[src/rtl/alp_opnd_latch.sv]
// ---------------------------------------------------------------------------
// alp_opnd_latch -- operand capture stage behind the ALP mux decoder.
//
// Gates the source buses with the decoded A/B one-hot selects and registers
// the A and B operands for the ALU slice. It also owns the D and Q holding
// registers that feed the D->A and Q->B paths. stall_h freezes every
// register; only err_clr_h is still honoured during a stall.
//
// Optional feature (macro ALP_ONEHOT_CHECK_EN):
//   defined   -> sel_err_h is a sticky flag. It sets on an accepted capture
//                whose A or B select is not exactly one-hot, and clears on
//                err_clr_h. If set and clear occur on the same edge, set wins.
//   undefined -> sel_err_h is tied low and err_clr_h is unused.
//
// Ports:
//   clk_h          in   system clock, rising edge
//   reset_l        in   asynchronous active-low reset
//   stall_h        in   pipeline hold from the microsequencer
//   ld_ena_h       in   capture A/B operands this cycle
//   amux_onehot_h  in   [3:0] {rbus, mbus, dreg, pad} A select
//   bmux_onehot_h  in   [2:0] {rbus, qreg, smux} B select
//   rbus_h         in   register-file bus
//   mbus_h         in   memory bus
//   pad_h          in   pad (external) bus
//   smux_h         in   shifter output
//   dreg_wr_h      in   load D register
//   dreg_d_h       in   D register write data
//   qreg_wr_h      in   load Q register
//   qreg_d_h       in   Q register write data
//   err_clr_h      in   clear the sticky select error
//   a_h            out  registered A operand
//   b_h            out  registered B operand
//   dreg_h         out  current D register
//   qreg_h         out  current Q register
//   opnd_vld_h     out  a_h/b_h hold freshly captured operands
//   sel_err_h      out  sticky one-hot violation flag
// ---------------------------------------------------------------------------
module alp_opnd_latch #(
    parameter int unsigned WIDTH = 8
) (
    input  logic             clk_h,
    input  logic             reset_l,
    input  logic             stall_h,
    input  logic             ld_ena_h,
    input  logic [3:0]       amux_onehot_h,
    input  logic [2:0]       bmux_onehot_h,
    input  logic [WIDTH-1:0] rbus_h,
    input  logic [WIDTH-1:0] mbus_h,
    input  logic [WIDTH-1:0] pad_h,
    input  logic [WIDTH-1:0] smux_h,
    input  logic             dreg_wr_h,
    input  logic [WIDTH-1:0] dreg_d_h,
    input  logic             qreg_wr_h,
    input  logic [WIDTH-1:0] qreg_d_h,
    input  logic             err_clr_h,
    output logic [WIDTH-1:0] a_h,
    output logic [WIDTH-1:0] b_h,
    output logic [WIDTH-1:0] dreg_h,
    output logic [WIDTH-1:0] qreg_h,
    output logic             opnd_vld_h,
    output logic             sel_err_h
);

    logic [WIDTH-1:0] a_sel_c;
    logic [WIDTH-1:0] b_sel_c;
    logic             capture_c;

    // Wired-OR operand select. An all-zero select gives 0, and several set
    // bits OR their sources together. The D and Q terms read the register
    // outputs, so a same-cycle write is seen only from the next capture.
    always_comb begin
        a_sel_c = '0;
        b_sel_c = '0;
        a_sel_c = ({WIDTH{amux_onehot_h[3]}} & rbus_h)
                | ({WIDTH{amux_onehot_h[2]}} & mbus_h)
                | ({WIDTH{amux_onehot_h[1]}} & dreg_h)
                | ({WIDTH{amux_onehot_h[0]}} & pad_h);
        b_sel_c = ({WIDTH{bmux_onehot_h[2]}} & rbus_h)
                | ({WIDTH{bmux_onehot_h[1]}} & qreg_h)
                | ({WIDTH{bmux_onehot_h[0]}} & smux_h);
    end

    assign capture_c = ~stall_h & ld_ena_h;

    // Operand registers and the freshness flag.
    always_ff @(posedge clk_h or negedge reset_l) begin
        if (!reset_l) begin
            a_h        <= '0;
            b_h        <= '0;
            opnd_vld_h <= 1'b0;
        end else if (!stall_h) begin
            if (ld_ena_h) begin
                a_h        <= a_sel_c;
                b_h        <= b_sel_c;
                opnd_vld_h <= 1'b1;
            end else begin
                opnd_vld_h <= 1'b0;
            end
        end
    end

    // D and Q holding registers.
    always_ff @(posedge clk_h or negedge reset_l) begin
        if (!reset_l) begin
            dreg_h <= '0;
            qreg_h <= '0;
        end else if (!stall_h) begin
            if (dreg_wr_h) begin
                dreg_h <= dreg_d_h;
            end
            if (qreg_wr_h) begin
                qreg_h <= qreg_d_h;
            end
        end
    end

`ifdef ALP_ONEHOT_CHECK_EN
    logic sel_bad_c;

    assign sel_bad_c = ($countones(amux_onehot_h) != 32'(1))
                     | ($countones(bmux_onehot_h) != 32'(1));

    // Sticky select error. Clear works even under stall; a set on the same
    // edge wins over the clear.
    always_ff @(posedge clk_h or negedge reset_l) begin
        if (!reset_l) begin
            sel_err_h <= 1'b0;
        end else if (capture_c && sel_bad_c) begin
            sel_err_h <= 1'b1;
        end else if (err_clr_h) begin
            sel_err_h <= 1'b0;
        end
    end
`else
    logic err_clr_unused;
    logic capture_unused;

    assign err_clr_unused = err_clr_h;
    assign capture_unused = capture_c;
    assign sel_err_h      = 1'b0;
`endif

endmodule
[config.mk]
export PLATFORM = sky130hd
export DESIGN_NAME = alp_opnd_latch
export DESIGN_NICKNAME = d
export VERILOG_FILES = /design/src/rtl/alp_opnd_latch.sv
export SDC_FILE = /design/constraint.sdc
export NUM_CORES = 1
export LEC_CHECK = 0
export CAP_MARGIN = 20
export CORE_MARGIN = 2
export CORE_UTILIZATION = 40
export CTS_CLUSTER_SIZE = 12
export DETAILED_ROUTE_END_ITERATION = 6
export PLACE_DENSITY = 0.89
export SYNTH_ARGS = -nofsm -noshare
export SYNTH_HDL_FRONTEND = slang
export SYNTH_SLANG_ARGS = --single-unit
[constraint.sdc]
create_clock -name clk_h -period 1.5 [get_ports clk_h]
set_clock_uncertainty 0.15 [all_clocks]
set_input_delay 0.15 -clock clk_h [delete_from_list [all_inputs] [get_ports clk_h]]
set_output_delay 0.15 -clock clk_h [all_outputs]
set_load 0.02 [all_outputs]
## After elaboration in Yosys (flattened, before gate mapping)

Cells that the tools add are included.

- Register bits after elaboration: 33
- Input port bits: 62
- Output and inout bits: 34
- Logic and storage cells: 22

- Muxes and demuxes: 1
- Bitwise logic cells: 13
- Reduce and logical (&&, ||, !) cells: 3

Operators by type and width:

| operator | count |
|---|---|
| bitwise AND 8 bit | 7 |
| OR 8 bit | 5 |
| AND reduction 2 bit | 3 |
| 2-to-1 mux 1 bit | 1 |
| inverter 1 bit | 1 |

## Longest topological paths before layout

Gate-level depths: netlist of the first run.

- Depth in word-level cells: 4
- Mapped depth: 4

## Worst setup path after synthesis of the first run

OpenSTA, ideal clock, no wires.

- Kind: register to register
- Start point: register dreg_h[5]
- End point: register a_h[5]
- Data arrival time: 0.893 ns
- Data required time: 1.227 ns
- Setup slack: 0.334 ns
- Cell stages (with the launch flop): 4
- Buffers on the path: 0
- Cell sequence: dfrtp_1 > a22o_1 > a221oi_2 > o21ai_1

- Word-level cells in the longest chain between the ends: 3

Ends and longest elaborated chain:

| element | line | text |
|---|---|---|
| from (decl) | 58 | `output logic [WIDTH-1:0] dreg_h,` |
| from (signal assigned) | 109 | `dreg_h <= dreg_d_h;` |
| bitwise AND 8 bit | 76 | `\| ({WIDTH{amux_onehot_h[1]}} & dreg_h)` |
| OR 8 bit | 76 |  |
| OR 8 bit | 77 | `\| ({WIDTH{amux_onehot_h[0]}} & pad_h);` |
| to (signal assigned) | 93 | `a_h <= a_sel_c;` |
| to (decl) | 56 | `output logic [WIDTH-1:0] a_h,` |

No other way between the ends.
A chain may end at the register's enable or synchronous reset.

## Worst setup path after layout of the first run

- Start point: register dreg_h[4]
- End point: output port dreg_h[4]

No word-level cell between the ends.

==> results of run 1 <==
per-layer routing:
layer	vias up	GRT usage, %	part of all wire (%)
met2	56	35.8	53
met1	632	22.9	40
li1	660	-	-
met3	7	4.67	5.6
met5	-	0	0
met4	0	8.67	2.0
final timing paths:
kind,endpoint,slack (ns),cells past startpoint
worst max-delay path,dreg_h[4],0.16,1
worst min-delay path,b_h[4]$_DFFE_PN0P_,0.07,2
worst max register to register,a_h[1]$_DFFE_PN0P_,0.32,3
worst min register to register,b_h[3]$_DFFE_PN0P_,0.33,2
max in group asynchronous,dreg_h[0]$_DFFE_PN0P_,0.96,2
min in group clk_h,qreg_h[0]$_DFFE_PN0P_,0.32,2
kinds of logic (layout without fill, tap and decap cells):
group | after synthesis | in the layout | synth area share (%)
AOI/OAI and AO/OA | 40 | 40 | 21.8
and+or+nand+nor | 21 | 21 | 5.83
muxes | 16 | 16 | 14.9
other | 1 | 1 | 0.233
DFF | 33 | 33 | 51.3
buffers and inverters | 13 | 109 | 5.98
sequential cells by signal, summed over array words and instances, names as in the netlist:
| signal | flops |
|---|---|
| dreg_h | 8 |
| a_h | 8 |
| b_h | 8 |
| qreg_h | 8 |
| opnd_vld_h | 1 |
area by class of cell:
| type | instances | area [sq um] | area share, % |
|---|---|---|---|
| Multi-Input combinational cell | 78 | 688 | 26.1 |
| Clock buffer | 7 | 96.3 | 3.65 |
| Sequential cell | 33 | 826 | 31.3 |
| Tap cell | 50 | 62.6 | 2.37 |
| Timing Repair Buffer | 101 | 962 | 36.4 |
| Clock inverter | 1 | 5.00 | 0.190 |
placed cells by master (no fill, tap or decap):
| cell | instances |
|---|---|
| sky130_fd_sc_hd__a221oi_2 | 8 |
| sky130_fd_sc_hd__a222oi_1 | 8 |
| sky130_fd_sc_hd__a22o_1 | 8 |
| sky130_fd_sc_hd__buf_12 | 1 |
| sky130_fd_sc_hd__buf_4 | 7 |
| sky130_fd_sc_hd__clkbuf_8 | 7 |
| sky130_fd_sc_hd__clkdlybuf4s50_1 | 60 |
| sky130_fd_sc_hd__clkinv_2 | 1 |
| sky130_fd_sc_hd__conb_1 | 1 |
| sky130_fd_sc_hd__dfrtp_1 | 33 |
| sky130_fd_sc_hd__dlygate4sd2_1 | 33 |
| sky130_fd_sc_hd__mux2_4 | 16 |
| sky130_fd_sc_hd__nand2_1 | 18 |
| sky130_fd_sc_hd__nand2b_4 | 1 |
| sky130_fd_sc_hd__nor2b_1 | 2 |
| sky130_fd_sc_hd__o21ai_0 | 7 |
| sky130_fd_sc_hd__o21ai_1 | 9 |
power groups by stage:
stage	sequential (mW)	clock [mW]	combinational, mW
finish	1.12	0.719	0.839
global route	1.14	0.789	0.904
CTS	1.12	0.733	0.848
floorplan	1.29	0	0.279
global placement	1.14	0	0.925
detailed placement	1.14	0	0.940
timing repair:
action                     4_1_cts  5_1_grt
buffers inserted                 0        0
setup endpoints to repair       33        0
resized for setup               33        0
hold buffers                     0        0
==> flow_results.org, run 1 <==
** Run status
- Run status :: finished, violations left
- The checks that failed: DRC.

** Synthesis
- Yosys Warn Count :: 0
- For this run, the register share of the synthesized area comes to 51.3%.
- The share of synthesized area in the top cell type comes to 51.3%.
- Leading register cell type out of synthesis :: sky130_fd_sc_hd__dfrtp_1
- Fraction of synthesis flops using an asynchronous set or reset pin :: 100%
- Library cell with the highest instance count after synthesis :: sky130_fd_sc_hd__dfrtp_1
- Yosys attributes the largest share of cell area to sky130_fd_sc_hd__dfrtp_1 (51%), sky130_fd_sc_hd__mux2_4 (15%), sky130_fd_sc_hd__a221oi_2 (7.5%).
- Synthesized Nets :: 186
- The largest total area in the synthesized netlist belongs to sky130_fd_sc_hd__dfrtp_1.
- The cell area that synthesis handed to floorplanning was 0.00161 sq mm.
- Each instance of the synthesized netlist takes up on average 13.0 sq um.
- Gate Count Post-Synth :: 124
- Library cells used by synthesis :: 16
- The commonest cells after synthesis are sky130_fd_sc_hd__dfrtp_1 (33), sky130_fd_sc_hd__nand2_1 (18), sky130_fd_sc_hd__mux2_4 (16).
- The synthesized design contains 33 register bits.
- The synthesized design contains 0 enable-type register cells.

** Clocking
- Cell chosen for the clock root :: sky130_fd_sc_hd__clkbuf_8
- Insertion delay of the later-clocked pin in the worst-skew pair :: 0.29 ns
- TritonCTS clock tree :: yes
- Counting along the longest clock path gives a buffer depth of 2.
- H-tree Lvls :: 2
- After clock tree synthesis, the clock-pin slew on the worst setup and hold paths is 0.06 ns.
- TritonCTS created 5 clock buffers.
- Clk sink count :: 33

** Pwr
- Summed over all nets, the switching power comes to 792 uW.
- Power share of the combinational group :: 31.3%
- In this run switching power makes up 29.6% of total power.
- Power spread over the standard cell area amounts to 1010 mW/mm^2.
- Power, Total :: 2.68 mW
- Sequential power share :: 41.8%
- Internal cell power :: 1.89 mW
- Highest ir drop seen on vdd :: 0.000426 V
- The share of total power dissipated in the clock network is 26.9%.
- In this run the static leakage power is 1.20 nW.

** Critical path
- Type of element launching the critical path :: flop
- Setup crit start :: dreg_h[4]$_DFFE_PN0P_
- Setup CP Type :: reg -> out
- STA classifies the critical path endpoint as a primary output.
- Broken down by cell family, the worst path's largest delay share belongs to flip-flops.
- Together, buffers and inverters on the worst path number 1.
- For this run, the slowest stage of the critical path takes 0.39 ns.
- CP max FO :: 3
- Data required time at the worst endpoint :: 1.20 ns
- Highest-delay cell along the critical path :: sky130_fd_sc_hd__dfrtp_1
- The signal on the critical path passes through dlygate4sd2_1.
- Arrival time of the worst setup path :: 1.04 ns
- Beginning of the worst register-to-register path :: dreg_h[1]$_DFFE_PN0P_

** Global routing
- The first global-routing pass estimated 6500 um of wire.
- Maximum number of pins on one net before global-route repair :: 34
- For this run the aggregate overflow at the end of global routing stands at 0.
- Antenna violations before repair :: 0
- Via count of the first global-routing pass :: 1367
- Overall routing resource usage :: 20.1%

** Layout
- Final core utilization :: 67.0%
- The finished cells cover 0.00264 sq mm.
- The number of antenna diodes in the final layout is 0.
- The layout has 328 filler cells.
- Layout net count :: 281
- Of the cells placed in the final design, the portion with a size suffix greater than 1 is 18.6%.
- The area growth from synthesis to layout is 63.9%.
- Leaving out filler cells and counting taps, the final layout contains 270.

** Die
- Die height :: 67.5 um
- Area of the placeable core :: 0.00394 sq mm
- Total number of placement rows :: 23
- The floorplan step set the die width to 67.5 um.
- Effective utilization at floorplan :: 40.8%
- The die covers 0.00455 sq mm.
- Pin placement for this block handled 96 I/O pins.

** Placement
- Once placement finished, the instance area stood at 0.00258 sq mm.
- At the placement stage, the worst setup path has a slack of -0.0682 ns.
- Number of instances in the placed design :: 262
- Routability-driven placement finished with a final weighted congestion of 0.856.
- The wire-length estimate of the detail-placed layout is 3410 um.
- Input and output buffers added on the ports amount to 93.

** STA
- Derived from the worst setup path, the maximum achievable clock frequency is 748 MHz.
- Max-slew violation count :: 0
- Setup tns final :: 0 ns
- Setup repair after global routing left no endpoint under its margin.
- Hold_ws :: 0.0679 ns
- Final Critical Period :: 1.34 ns
- Setup violations remaining at the end of the flow were counted as 0.
- In the finished design, the share of the clock period the worst path needs comes to 89.1%.
- Final Hold Viols :: 0
- After layout, the worst setup slack is 0.163 ns.

** Route
- Using the TritonRoute via totals, the vias-per-cell ratio works out to 5.02.
- In the routed design, unresolved DRC markers number 1.
- The pre-antenna-repair detailed-routing pass consisted of 7 iterations.
- Via count of the routed design :: 1355
- WL per Instance :: 15.4 um
- For this block, the routed nets add up to 4160 um of wire.
- Number of violations reported at the end of detailed-routing iteration 0 :: 76
- DRT antenna net count :: 0

** Hold path
- Tightest Hold Check Type :: in -> async

** Run
- Max-cap viol count :: 0
Power figures use the tool's default switching activity.
==> inputs of run 2 (changes only) <==
HOLD_SLACK_MARGIN = 0.12   (was default)
==> run 2 against run 1 <==
Register-to-register slack barely moved; largest cell class unchanged; highest routed layer unchanged; fmax barely moved; routed wire length fell by 0.65%; the flow now finishes without violations; die area did not move; via count fell by 0.37%; first-iteration DRC count rose by 18%.
==> flow_results.org, run 2 (same netlist as run 1, synthesis figures left out) <==
** Route
- Final routed DRC violation total :: 0 (-1)
- The routed length on met2 is 2170 um (-0.60%).
- The via count came to 1350 (-0.37%).
- The wire length the detailed router placed on met1 was 1660 um (about the same).
- Uppermost signal routing layer after detailed routing :: met4
- Number of optimization iterations in the first detailed-route pass :: 6 (-1)
- The number of DRC markers in iteration 0 is 90 (+18%).
- The routed wire length on met3 is 220 um (-6.0%).
- DRT antenna net count :: 0 (unchanged)
- The routed wire length was 4130 um (-0.65%).
- The average detailed-routed wire length per instance came to 15.2 um (-1.0%).
- The number of vias per cell was 4.98 (-0.74%).

** Hold path
- The worst hold path belongs to the class in -> reg.

** Clocking
- The number of sinks handled by clock tree synthesis is 33 (unchanged).
- Insertion delay of the later-clocked pin in the worst-skew pair :: 0.29 ns (about the same)
- Number of CTS-inserted buffers :: 5 (unchanged)
- Post-CTS setup buffer count :: 0 (unchanged)
- TritonCTS built the clock tree.
- H-tree Lvls :: 2 (unchanged)
- The root buffer cell chosen for the clock tree is sky130_fd_sc_hd__clkbuf_8.
- Clock transition at the register clock pins on the worst setup and hold paths after CTS :: 0.06 ns (about the same)
- Maximum count of clock buffers along a single path :: 2 (unchanged)

** Placement
- Cell area after placement :: 0.00258 sq mm (unchanged)
- Placer's final routability congestion estimate :: 0.856 (unchanged)
- Number of instances in the placed design :: 262 (unchanged)
- The HPWL reported at the end of detailed placement is 3410 um (unchanged).
- Count of buffers inserted at the top-level ports :: 93 (unchanged)

** Die
- The area of the die was 0.00455 sq mm (unchanged).
- The initial cell density of the core was 40.8% (unchanged).
- The total number of placement rows is 23 (unchanged).
- The height of the die came to 67.5 um (unchanged).
- I/O pins :: 96 (unchanged)
- The area of the placeable core was 0.00394 sq mm (unchanged).
- The horizontal extent of the die is 67.5 um (unchanged).

** Critical path
- Setup CP Type :: reg -> out
- Worst stage delay on the critical path :: 0.39 ns (about the same)
- Top delay family on crit path :: flip-flops
- Kind of end point of the critical path :: primary output
- The worst path buffer plus inverter count came to 1 (unchanged).
- The data arrival time at the worst-slack endpoint is 1.04 ns (about the same).
- Type of element launching the critical path :: flop
- Data required time at the worst endpoint :: 1.20 ns (about the same)
- List of cells traversed by the critical path :: dlygate4sd2_1
- Highest-delay cell along the critical path :: sky130_fd_sc_hd__dfrtp_1
- CP max FO :: 3 (unchanged)

** Layout
- The number of nets in the layout came to 282 (+0.36%).
- Number of antenna diodes :: 0 (unchanged)
- The count of fill cells added during filler insertion is 327 (-0.30%).
- In the layout the commonest cells are sky130_fd_sc_hd__clkdlybuf4s50_1 (60), sky130_fd_sc_hd__dfrtp_1 (33), sky130_fd_sc_hd__dlygate4sd2_1 (33).
- Synthesis-to-finish area growth :: 64.6%
- Final core utilization :: 67.2% (+0.25 points)
- The cell area after layout came to 0.00265 sq mm (+0.38%).
- Leading cell type in the layout, fill and taps excluded :: sky130_fd_sc_hd__clkdlybuf4s50_1
- The fraction of final layout cells with drive strength greater than 1 is 18.6% (-0.084 points).
- Final instance count without filler cells :: 271 (+0.37%)

** Pwr
- Sequential power share :: 41.8% (about the same)
- Total power density per cell area :: 1010 mW/mm^2 (-0.31%)
- The internal power is 1.89 mW (about the same).
- The switching share of power is 29.5% (about the same).
- The total leakage power is 1.20 nW (+0.35%).
- Sw power :: 792 uW (about the same)
- The power share of the clock group was 26.8% (about the same).
- The part of the power in combinational logic was 31.4% (about the same).
- The largest vdd supply drop was 0.000426 V (about the same).

** STA
- Setup tns final :: 0 ns (unchanged)
- RSZ-0062 raised after global routing :: no
- Final setup violation count :: 0 (unchanged)
- The highest clock rate was 748 MHz (about the same).
- Final period utilization :: 89.2% (about the same)
- The shortest clock period the worst path allows after layout is 1.34 ns (+0.000570 ns).
- Max-slew violation count :: 0 (unchanged)
- Final Hold Viols :: 0 (unchanged)
- Hold_ws :: 0.319 ns (+0.251 ns)

** Global routing
- Maximum number of pins on one net before global-route repair :: 34 (unchanged)
- Global-route wire length before repair :: 6490 um (-0.20%)
- Antenna violations before repair :: 0 (unchanged)
- Congestion Overflow GR :: 0 (unchanged)
- Via count of the first global-routing pass :: 1363 (-0.29%)
- The overall routing resource usage is 20.0% (-0.036 points).

** Run
- The number of violations of the max-capacitance limit was 0 (unchanged).

** Run status
- Run status :: finished clean
-- run 2: timing repair --
| item | in CTS | in global routing |
|---|---|---|
| resized for setup | 33 | 0 |
| hold endpoints to repair | 33 | 0 |
| hold buffers | 1 | 0 |
| endpoints found under the setup margin | 33 | 0 |
-- run 2: metal layers --
| layer | global-route usage [%] | up-vias |
|---|---|---|
| met5 | 0 | - |
| met4 | 8.67 | 0 |
| met3 | 4.67 | 7 |
| met2 | 35.8 | 56 |
| met1 | 22.7 | 624 |
| li1 | - | 663 |
-- run 2: area by class of cell --
| class | instances | area, sq um | share of cell area, % |
|---|---|---|---|
| repair buffers | 102 | 972 | 36.7 |
| flip-flops and latches | 33 | 826 | 31.2 |
| multi-input cells | 78 | 688 | 26.0 |
| clock buffers | 7 | 96.3 | 3.64 |
| well taps | 50 | 62.6 | 2.36 |
| clock inverters | 1 | 5.00 | 0.189 |
-- run 2: path summary, 6_finish.rpt --
check                                           start                     to  slack [ns]  depth (start not counted)
worst max-delay path            dreg_h[4]$_DFFE_PN0P_              dreg_h[4]        0.16                          1
max in group asynchronous                     reset_l  dreg_h[0]$_DFFE_PN0P_        0.43                          3
worst min register to register     b_h[3]$_DFFE_PN0P_     b_h[3]$_DFFE_PN0P_        0.33                          2
min in group asynchronous                     reset_l     b_h[4]$_DFFE_PN0P_        0.60                          3
worst min-delay path                      qreg_d_h[0]  qreg_h[0]$_DFFE_PN0P_        0.32                          2
worst max register to register  dreg_h[1]$_DFFE_PN0P_     a_h[1]$_DFFE_PN0P_        0.32                          3
-- run 2: power groups by stage --
stage	sequential [mW]	clock [mW]	combinational [mW]
finish	1.12	0.719	0.841
global route	1.14	0.789	0.906
CTS	1.12	0.733	0.850
detailed placement	1.14	0	0.940
global placement	1.14	0	0.925
floorplan	1.29	0	0.279
-- run 2: metrics by stage --
stage	power, mW	setup WS [ns]
2_1_floorplan	1.57	0.334
3_3_place_gp	2.06	-0.000432
3_5_place_dp	2.08	-0.0682
4_1_cts	2.70	0.154
5_1_grt	2.83	0.123
6_report	2.68	0.162
==> inputs of run 3 (changes only) <==
ABC_AREA = 1   (was default)
CORE_UTILIZATION = 41   (was 40)
clock period = 1.7 ns   (was 1.5 ns; I/O delays follow)
==> run 3 against run 2 <==
Register-to-register slack gained 0.38 ns; global-route usage grew 1.9 points; sequential power shrank 14%; non-clock buffer count shrank 4; area after synthesis grew 5.2%; count of clock-buffer cells in the layout is the same; largest cell class unchanged; critical path type unchanged; via count grew 30%.
==> flow_results.org, run 3 <==
** Run status
- Run status :: finished clean

** Route
- Final wirelength :: 4710 um (+14%)
- DRT antenna net count :: 0 (unchanged)
- The via count was 1752 (+30%).
- WL per Instance :: 12.6 um (-17%)
- The detailed-router iteration count before antenna repair came to 4 (-2).
- Number of violations reported at the end of detailed-routing iteration 0 :: 102 (+13%)
- The number of vias per cell was 4.70 (-5.7%).
- Final routed DRC violation total :: 0 (unchanged)

** Critical path
- Buffers plus inverters on the worst setup path :: 1 (unchanged)
- The number of cell instances on the worst register-to-register path is 4 (+1).
- Arrival time of the worst setup path :: 1.30 ns (+0.26 ns)
- Kind of end point of the critical path :: primary output
- The worst setup path is launched from a flop.
- In this run the critical register-to-register path is launched from dreg_h[6]$_DFFE_PN0P_.
- FF-to-FF End :: a_h[6]$_DFFE_PN0P_
- Highest-delay cell along the critical path :: sky130_fd_sc_hd__clkdlybuf4s50_1
- The worst setup slack for register-to-register paths came to 0.70 ns (+0.38 ns).
- Worst stage delay on the critical path :: 0.63 ns (+0.24 ns)
- The logic depth of the worst setup path including buffers came to 1 (unchanged).
- The critical path goes through clkdlybuf4s50_1.
- Data required time at the worst endpoint :: 1.38 ns (+0.18 ns)
- On the critical path the largest part of the delay comes from buffers and inverters.
- Setup CP Type :: reg -> out
- CP max FO :: 3 (unchanged)

** Synthesis
- Yosys reg bits :: 33 (unchanged)
- The number of instances in the synthesized netlist was 231 (+86%).
- The number of nets in the synthesized netlist came to 293 (+58%).
- Cell accounting for the most synthesized area :: sky130_fd_sc_hd__dfrtp_1
- The post-synthesis async set-or-reset flop share was 100% (unchanged).
- Library cell with the highest instance count after synthesis :: sky130_fd_sc_hd__nand2_1
- The number of enable flip-flop cells after synthesis was 0 (unchanged).
- The fraction of synthesized cell area taken by the top area cell type was 48.7% (-2.5 points).
- Library cells used by synthesis :: 15 (-1)
- Average cell area after synthesis :: 7.33 sq um (-44%)
- Sequential-to-total area share from yosys stat :: 48.7% (-2.5 points)
- Most used standard cells in the synthesized netlist :: sky130_fd_sc_hd__nand2_1 (116), sky130_fd_sc_hd__nand3_1 (40), sky130_fd_sc_hd__dfrtp_1 (33)
- In the post-synthesis netlist, the biggest area contributors are sky130_fd_sc_hd__dfrtp_1 (49%), sky130_fd_sc_hd__nand2_1 (26%), sky130_fd_sc_hd__nand3_1 (12%).
- The cell area after synthesis was 0.00169 sq mm (+5.2%).
- The Yosys warning count was 0 (unchanged).
- Leading register cell type out of synthesis :: sky130_fd_sc_hd__dfrtp_1

** Die
- Total Die Area :: 0.00466 sq mm (+2.5%)
- Area of the placeable core :: 0.00400 sq mm (+1.5%)
- Width of the die :: 68.3 um (+1.2%)
- Effective utilization at floorplan :: 42.4% (+1.5 points)
- The height of the die is 68.3 um (+1.2%).
- I/O pins :: 96 (unchanged)
- Total number of placement rows :: 23 (unchanged)

** Placement
- Number of instances in the placed design :: 365 (+39%)
- The setup slack at placement is 0.178 ns (+0.246 ns).
- The HPWL reported at the end of detailed placement is 3730 um (+9.2%).
- Count of buffers inserted at the top-level ports :: 93 (unchanged)
- The final RePlAce weighted congestion is 0.878 (+2.6%).

** Hold path
- Tightest Hold Check Type :: in -> async

** Global routing
- Met3 Resource Use GR :: 4.77% (+0.10 points)
- The routing usage on met1 came to 27.1% (+4.3 points).
- Global-route wire length before repair :: 7470 um (+15%)
- The residual overflow from global routing is 0 (unchanged).
- Antenna violations before repair :: 0 (unchanged)
- Overall routing resource usage :: 21.9% (+1.9 points)
- The met2 capacity usage during global routing is 37.4% (+1.6 points).
- The number of global-route vias before repair is 1657 (+22%).
- The largest net degree at the start of global routing was 34 (unchanged).
- In this run the most used layer during global routing was met2.

** Pwr
- The total leakage power was 1.28 nW (+6.7%).
- The power share of the clock group is 27.1% (+0.3 points).
- The largest vdd supply drop was 0.000466 V (+9.5%).
- Power, Total :: 2.36 mW (-12%)
- Sw power :: 714 uW (-9.8%)
- The part of the power in combinational logic was 32.0% (+0.6 points).
- The portion of total power attributed to sequential cells was 40.9% (-0.9 points).
- The switching share of power is 30.2% (+0.65 points).
- The internal power is 1.65 mW (-13%).
- The power density over cell area is 866 mW/mm^2 (-14%).

** Clocking
- TritonCTS clock tree :: yes
- The deepest clock path buffer count came to 2 (unchanged).
- Insertion delay of the later-clocked pin in the worst-skew pair :: 0.28 ns (about the same)
- H-tree Lvls :: 2 (unchanged)
- Clock tree synthesis selected as its root buffer the cell sky130_fd_sc_hd__clkbuf_8.
- Post-CTS setup buffer count :: 0 (unchanged)
- Number of CTS-inserted buffers :: 5 (unchanged)
- The clock-pin slew on the worst setup and hold paths was 0.06 ns (about the same).
- The number of buffers inserted for hold repair after clock tree synthesis was 0 (-1).
- The post-cts sizing count is 0 (-100%).
- The number of sinks handled by clock tree synthesis is 33 (unchanged).

** Layout
- Layout net count :: 384 (+36%)
- The antenna diode instance count was 0 (unchanged).
- Sequential standard cell area :: 826 sq um (unchanged)
- The top cell types in the final layout, fill and taps aside, are sky130_fd_sc_hd__nand2_1 (116), sky130_fd_sc_hd__clkdlybuf4s50_1 (93), sky130_fd_sc_hd__nand3_1 (40).
- The count of fill cells added during filler insertion was 350 (+7.0%).
- The fraction of final layout cells with drive strength greater than 1 came to 5.57% (-13 points).
- Synthesis-to-finish area growth :: 61.2%
- Final instance count without filler cells :: 373 (+38%)
- Leaving out fill and tap cells, the most frequent cell in the layout is sky130_fd_sc_hd__nand2_1.
- Footprint of the multi-input gates :: 754 sq um (+9.6%)

** STA
- The worst path needs 1.62 ns of the cycle, external delays included.
- The worst setup margin was 0.0840 ns (-0.0784 ns).
- Final setup violation count :: 0 (unchanged)
- The final-layout setup total negative slack came to 0 ns (unchanged).
- Setup repair after global routing left no endpoint under its margin.
- Hold_ws :: 0.136 ns (-0.183 ns)
- After layout, the worst path uses 95.1% of the clock period.
- For this run, the top clock speed supported by timing is 619 MHz.
- The number of max-slew violations in the final report was 0 (unchanged).
- Final Hold Viols :: 0 (unchanged)

** Run
- The number of violations of the max-capacitance limit came to 0 (unchanged).
-- run 3: cell types whose count changed after synthesis, moves of 2 or more --
| cell | before | now |
|---|---|---|
| sky130_fd_sc_hd__nor2_2 | 0 | 2 |
| sky130_fd_sc_hd__a22o_1 | 8 | 0 |
| sky130_fd_sc_hd__buf_2 | 4 | 6 |
| sky130_fd_sc_hd__mux2_4 | 16 | 0 |
| sky130_fd_sc_hd__o21ai_0 | 7 | 0 |
| sky130_fd_sc_hd__buf_6 | 5 | 2 |
| sky130_fd_sc_hd__o21ai_1 | 9 | 0 |
| sky130_fd_sc_hd__nor2b_1 | 2 | 0 |
| sky130_fd_sc_hd__nand2_1 | 18 | 116 |
| sky130_fd_sc_hd__a221oi_2 | 8 | 0 |
| sky130_fd_sc_hd__nor2_1 | 0 | 22 |
| sky130_fd_sc_hd__a222oi_1 | 8 | 0 |
| sky130_fd_sc_hd__nand3_1 | 0 | 40 |
-- run 3: how the worst max path moves through the flow --
stage	start	to
6_report	dreg_h[6]$_DFFE_PN0P_	dreg_h[6]
5_1_grt	dreg_h[6]$_DFFE_PN0P_	dreg_h[6]
4_1_cts	dreg_h[6]$_DFFE_PN0P_	dreg_h[6]
3_5_place_dp	stall_h	qreg_h[4]$_DFFE_PN0P_
3_3_place_gp	stall_h	dreg_h[3]$_DFFE_PN0P_
2_1_floorplan	dreg_h[1]$_DFFE_PN0P_	a_h[1]$_DFFE_PN0P_
-- run 3: layout make-up --
type | instances | area share (%)
Multi-Input combinational cell | 182 | 27.6
Timing Repair Buffer | 98 | 35.5
Clock inverter | 1 | 0.183
Inverter | 2 | 0.642
Clock buffer | 7 | 3.53
Tap cell | 50 | 2.29
Sequential cell | 33 | 30.2
-- run 3: worst register-to-register path, cell delays in order (launching register included) --
cell	delay, ns
sky130_fd_sc_hd__dfrtp_1	0.41
sky130_fd_sc_hd__nand2_1	0.08
sky130_fd_sc_hd__nand3_1	0.10
sky130_fd_sc_hd__nor2_1	0.11
sky130_fd_sc_hd__nor2_1	0.04
-- run 3: per-layer routing --
| layer | vias to the layer above | wire (um) |
|---|---|---|
| met2 | 55 | 2430 |
| met5 | - | 0 |
| met4 | 0 | 59 |
| met3 | 8 | 246 |
| met1 | 783 | 1970 |
| li1 | 906 | - |
-- run 3: cell families (layout without fill, tap and decap cells) --
logic type / count (synthesis) / in the layout / share of synthesized area [%]
flip-flops: 33 / 33 / 48.7
buffers and inverters: 16 / 108 / 6.72
other: 1 / 1 / 0.221
AND/OR/NAND/NOR: 181 / 181 / 44.3
-- run 3: power by group through the flow --
stage / clock network (mW) / logic, mW / registers [mW]
6_report: 0.640 / 0.757 / 0.968
3_5_place_dp: 0 / 0.761 / 0.983
5_1_grt: 0.682 / 0.822 / 0.982
2_1_floorplan: 0 / 0.215 / 1.11
3_3_place_gp: 0 / 0.747 / 0.979
4_1_cts: 0.649 / 0.763 / 0.969
-- run 3: stage by stage --
stage                     util, %  cell area, sq um
after detailed placement     65.7              2630
after floorplan                 -              1690
final                        68.3              2730
after global routing         68.3              2730
after CTS                    68.3              2730
after global placement       65.7              2630
==> RTL edit 1, RTL diff (flow settings as in run 2) <==
Set the parameter `WIDTH` to 7 (it was 8).
--- a/src/rtl/alp_opnd_latch.sv
+++ b/src/rtl/alp_opnd_latch.sv
@@ -36,7 +36,7 @@
 //   sel_err_h      out  sticky one-hot violation flag
 // ---------------------------------------------------------------------------
 module alp_opnd_latch #(
-    parameter int unsigned WIDTH = 8
+    parameter int unsigned WIDTH = 7
 ) (
     input  logic             clk_h,
     input  logic             reset_l,
Interface: changed (10 resized); port bits go from 96 to 86. No check against the original RTL was run, so the function may have changed too.
==> RTL edit 1 against run 2 <==
Clock power fell by 36%; worst setup slack worse by 0.058 ns; synthesized area shrank 16%; maximum frequency fell by 4.2%; sequential cell count fell by 4; first-iteration DRC count fell by 27%; routed wire length grew 2.5%; final area is 15% lower; power decreased by 20%; critical path type unchanged.
==> RTL edit 1: results (changes against run 2) <==
| Metric | Value |
|---|---|
| Drt total wl | `4.23 mm (+2.5%)` |
| WP data arrival | `1.10 ns (+0.06 ns)` |
| Vias in the first global route | `1226 (-10%)` |
| Fill cell count | `276 (-16%)` |
| Clock latency on the worst-skew pair | `0.33 ns (+0.04 ns)` |
| Inst Count DP | `235 (-10%)` |
| Register area share after synthesis | `53.9% (+2.6 points)` |
| Ranking of synthesized cells by area | `dfrtp_1, mux2_2, a221oi_2` |
| Clk slew on worst S/H paths | `0.09 ns (+0.03 ns)` |
| GR Util All Layers | `22.5% (+2.5 points)` |
| Syn Area/Cell | `12.9 um2 (-0.32%)` |
| Routed vias | `1302 (-3.6%)` |
| Final HPWL DP | `3.36 mm (-1.5%)` |
| Status | `complete, no violations` |
| Number of buffers added on ports | `83 (-11%)` |
| Compound-Gate Fraction of Synth Area | `22.3% (+0.55 points)` |
| Clock root buffer | `clkbuf_4` |
| Initial drt markers | `66 (-27%)` |
| Share of cells above drive strength 1 | `18.2% (-0.37 points)` |
| First-pass GRT wire length | `5.93 mm (-8.6%)` |
| Min-Delay Path Class | `primary input to flip-flop` |
| Wirelength per Cell | `17.3 um (+14%)` |
| Gpl congestion | `0.847 (-1.1%)` |
| Top cells by count, synth | `dfrtp_1, nand2_1, mux2_2, o21ai_0` |
| Pleak | `0.995 nW (-17%)` |
| Post-synthesis mux area share | `11.7% (-3.2 points)` |
| Largest net degree at the start of global routing | `30 (-12%)` |
| DP Area | `0.00222 mm2 (-14%)` |
| # nets final | `253 (-10%)` |
RTL edit 1: worst reg2reg max path, stage by stage (launching register included):
cell and delay [ns]:
dfrtp_1 0.42, a22o_1 0.24, a221oi_2 0.16, o21ai_0 0.10
RTL edit 1: repair_timing:
action | in CTS | in global routing
setup endpoints to repair | 29 | 0
hold endpoints to repair | 29 | 0
gates resized for setup | 29 | 0
hold buffers | 1 | 0
setup buffers | 0 | 0
RTL edit 1: cell families after synthesis:
kind of cell	count (synthesis)
AOI/OAI and AO/OA	35
buffers and inverters	6
DFF	29
muxes	14
other	1
and+or+nand+nor	19
RTL edit 1: layout make-up:
type | instances | area [um2] | area share [%]
Timing Repair Buffer | 92 | 865 | 38.5
Multi-Input combinational cell | 69 | 548 | 24.4
Clock buffer | 6 | 41.3 | 1.84
Sequential cell | 29 | 726 | 32.3
Clock inverter | 2 | 10.0 | 0.445
Tap cell | 46 | 57.6 | 2.56
RTL edit 1: power breakdown:
part	total [mW]	internal, mW	leakage (nW)	switching [mW]
clock	0.457	0.178	0.0320	0.279
combinational	0.708	0.360	0.617	0.348
sequential	0.984	0.898	0.346	0.0855
total	2.15	1.44	0.995	0.712
RTL edit 1: layer usage:
metal  routed length, um  track usage, %  up-vias
met2                2130            37.1       73
met1                1630            25.9      627
met5                   0               0        -
met3                 327            6.83       15
li1                    -               -      587
met4                 143            12.8        0
RTL edit 1: worst paths after layout:
kind	from	to	slack [ns]	cells past startpoint
hold / removal	dreg_d_h[3]	dreg_h[3]	0.28	2
setup reg to reg	dreg_h[2]	a_h[2]	0.33	3
hold reg to reg	opnd_vld_h	opnd_vld_h	0.34	2
min in group asynchronous	reset_l	b_h[0]	0.58	3
max in group asynchronous	reset_l	dreg_h[3]	0.33	3
setup / recovery	dreg_h[6]	dreg_h[6]	0.10	1
==> RTL edit 2, RTL diff (settings of run 2) <==
Made on the original files. Build with the macro `ALP_ONEHOT_CHECK_EN` defined.
--- a/src/rtl/alp_opnd_latch.sv
+++ b/src/rtl/alp_opnd_latch.sv
@@ -35,6 +35,8 @@
 //   opnd_vld_h     out  a_h/b_h hold freshly captured operands
 //   sel_err_h      out  sticky one-hot violation flag
 // ---------------------------------------------------------------------------
+`define ALP_ONEHOT_CHECK_EN
+
 module alp_opnd_latch #(
     parameter int unsigned WIDTH = 8
 ) (
Check against the original RTL: not equivalent (Yosys sat finds a counterexample within 4 cycles, from zero or initial values and one cycle with reset_l low).
==> RTL edit 2 against run 2 <==
The run now ends with setup timing left; power is 0.26% higher; routed wire length is 21% higher; cell count is 7.4% higher; utilization is 2.0 points higher; worst hold slack worse by 0.15 ns; final area is 5.2% higher; worst setup slack worse by 0.20 ns; synthesized area is 4.3% higher; sequential cell count is 1 higher; largest power group unchanged.
==> RTL edit 2: results (changes against run 2) <==
| Metric | Value |
|---|---|
| Status | `finished with violations` |
| Failing checks | `setup timing` |
| CTS Buf Count | `5 (unchanged)` |
| Final HPWL DP | `4.00 mm (+17%)` |
| DRT Pass-1 Iters | `7 (+1)` |
| Clk buf depth | `2 (unchanged)` |
| Top cells by count, synth | `dfrtp_1, nand2_1, mux2_2, o21ai_1, inv_1` |
| Post-Place Setup Slack | `-0.791 ns (-0.722 ns)` |
| Setup bufs post-CTS | `0 (unchanged)` |
| Clock latency on the worst-skew pair | `0.27 ns (-0.02 ns)` |
| Ranking of synthesized cells by area | `dfrtp_1, mux2_2, a221oi_2` |
| Leading area contributor after synthesis | `dfrtp_1` |
| Pleak | `1.26 nW (+4.8%)` |
| H-tree Lvls | `2 (unchanged)` |
| Worst R2R Path Depth | `2 (-1)` |
| Clock root buffer | `clkbuf_8` |
| Wirelength per Cell | `17.2 um (+13%)` |
| Largest net degree at the start of global routing | `35 (+2.9%)` |
| Register area share after synthesis | `50.7% (-0.61 points)` |
| GR Util All Layers | `22.7% (+2.7 points)` |
| Gpl congestion | `0.891 (+4.1%)` |
| Net Sw Power | `0.827 mW (+4.5%)` |
| Fin Setup TNS | `-0.0422 ns (-0.0422 ns)` |
| Hold Path Depth | `4 (+2)` |
| Async SR Flop Fraction | `100% (unchanged)` |
| Critical path fanouts, max | `2 (-1)` |
| Initial antenna violation count | `0 (unchanged)` |
| Peak supply drop | `0.000690 V (+62%)` |
| Routed vias | `1527 (+13%)` |
| Number of buffers added on ports | `95 (+2.2%)` |
| Syn Nets | `206 (+11%)` |
| # nets final | `308 (+9.2%)` |
| Diode count | `0 (unchanged)` |
| Min-Delay Path Class | `primary input to flip-flop` |
| Initial drt markers | `127 (+41%)` |
| Unique masters post-synth | `18 (+2)` |
| Clk slew on worst S/H paths | `0.06 ns (about the same)` |
| Ys Warns | `0 (unchanged)` |
| First-pass GRT wire length | `7.58 mm (+17%)` |
| Final worst setup slack | `-0.0422 ns (-0.205 ns)` |
| DP Area | `0.00272 mm2 (+5.5%)` |
| Slew margin rel. | `71.2%` |
| Final Setup Violations | `1 (+1)` |
| Share of cells above drive strength 1 | `22.4% (+3.9 points)` |
| Final hold slack | `0.166 ns (-0.153 ns)` |
-- RTL edit 2: changes by cell type after synthesis, sizes merged, moves of 2 or more --
cell | run 2 | this run
clkbuf | 3 | 1
fa | 0 | 2
buf | 10 | 12
ha | 0 | 2
inv | 0 | 9
-- RTL edit 2: cell families (layout without fill, tap and decap cells) --
family,count (synthesis),in the layout,synth area share (%)
compound gates,41,41,21.2
mux,16,16,10.7
flops,34,34,50.7
fa+ha+maj,4,4,3.87
simple gates,23,23,5.74
buf+inv,22,123,7.75
-- RTL edit 2: worst max-delay path, cell delays in order --
cell and delay, ns:
buf_6 0.07, inv_2 0.03, fa_1 0.54, inv_2 0.05, ha_4 0.16, ha_4 0.21, nor4_4 0.21, o22ai_1 0.12
-- RTL edit 2: path summary, 6_finish.rpt --
kind	endpoint	slack, ns	start
min in group asynchronous	opnd_vld_h	0.28	reset_l
min	a_h[2]	0.17	amux_onehot_h[1]
max	sel_err_h	-0.04	amux_onehot_h[0]
max reg2reg	b_h[7]	0.33	qreg_h[7]
min reg2reg	b_h[2]	0.33	b_h[2]
max in group asynchronous	qreg_h[2]	0.60	reset_l
-- RTL edit 2: power by group through the flow --
stage | sequential (mW) | clock, mW | combinational (mW)
3_3_place_gp | 1.17 | 0 | 0.957
5_1_grt | 1.17 | 0.706 | 0.959
6_report | 1.15 | 0.646 | 0.891
4_1_cts | 1.15 | 0.654 | 0.890
3_5_place_dp | 1.17 | 0 | 0.981
2_1_floorplan | 1.32 | 0 | 0.285
-- RTL edit 2: per-stage QoR --
step	std cells	power (mW)	util, %
4_1_cts	291	2.70	68.9
3_3_place_gp	284	2.12	67.5
6_report	291	2.69	69.2
5_1_grt	291	2.83	69.2
3_5_place_dp	284	2.15	67.5
2_1_floorplan	140	1.61	-
-- RTL edit 2: repair_timing --
| item | CTS | global route |
|---|---|---|
| setup endpoints to repair | 35 | 1 |
| gates cloned | 0 | 0 |
| endpoints found under the hold margin | 34 | 0 |
| hold buffers | 1 | 0 |
| resized for setup | 53 | 3 |
| pin swaps | 5 | 4 |
-- RTL edit 2: area by class of cell --
| type | count | area [um2] |
|---|---|---|
| fill | 334 | 1240 |
| multi-input combinational | 84 | 738 |
| clock buffer | 6 | 82.6 |
| timing repair buffer | 108 | 1020 |
| inverter | 9 | 36.3 |
| tap | 50 | 62.6 |
| sequential | 34 | 851 |
-- RTL edit 2: metal layers --
layer | up-vias | routed length, um | global-route usage (%)
li1 | 719 | - | -
met1 | 715 | 1960 | 26.6
met2 | 73 | 2540 | 38.2
met3 | 20 | 316 | 5.84
met4 | 0 | 191 | 11.8
met5 | - | 0 | 0
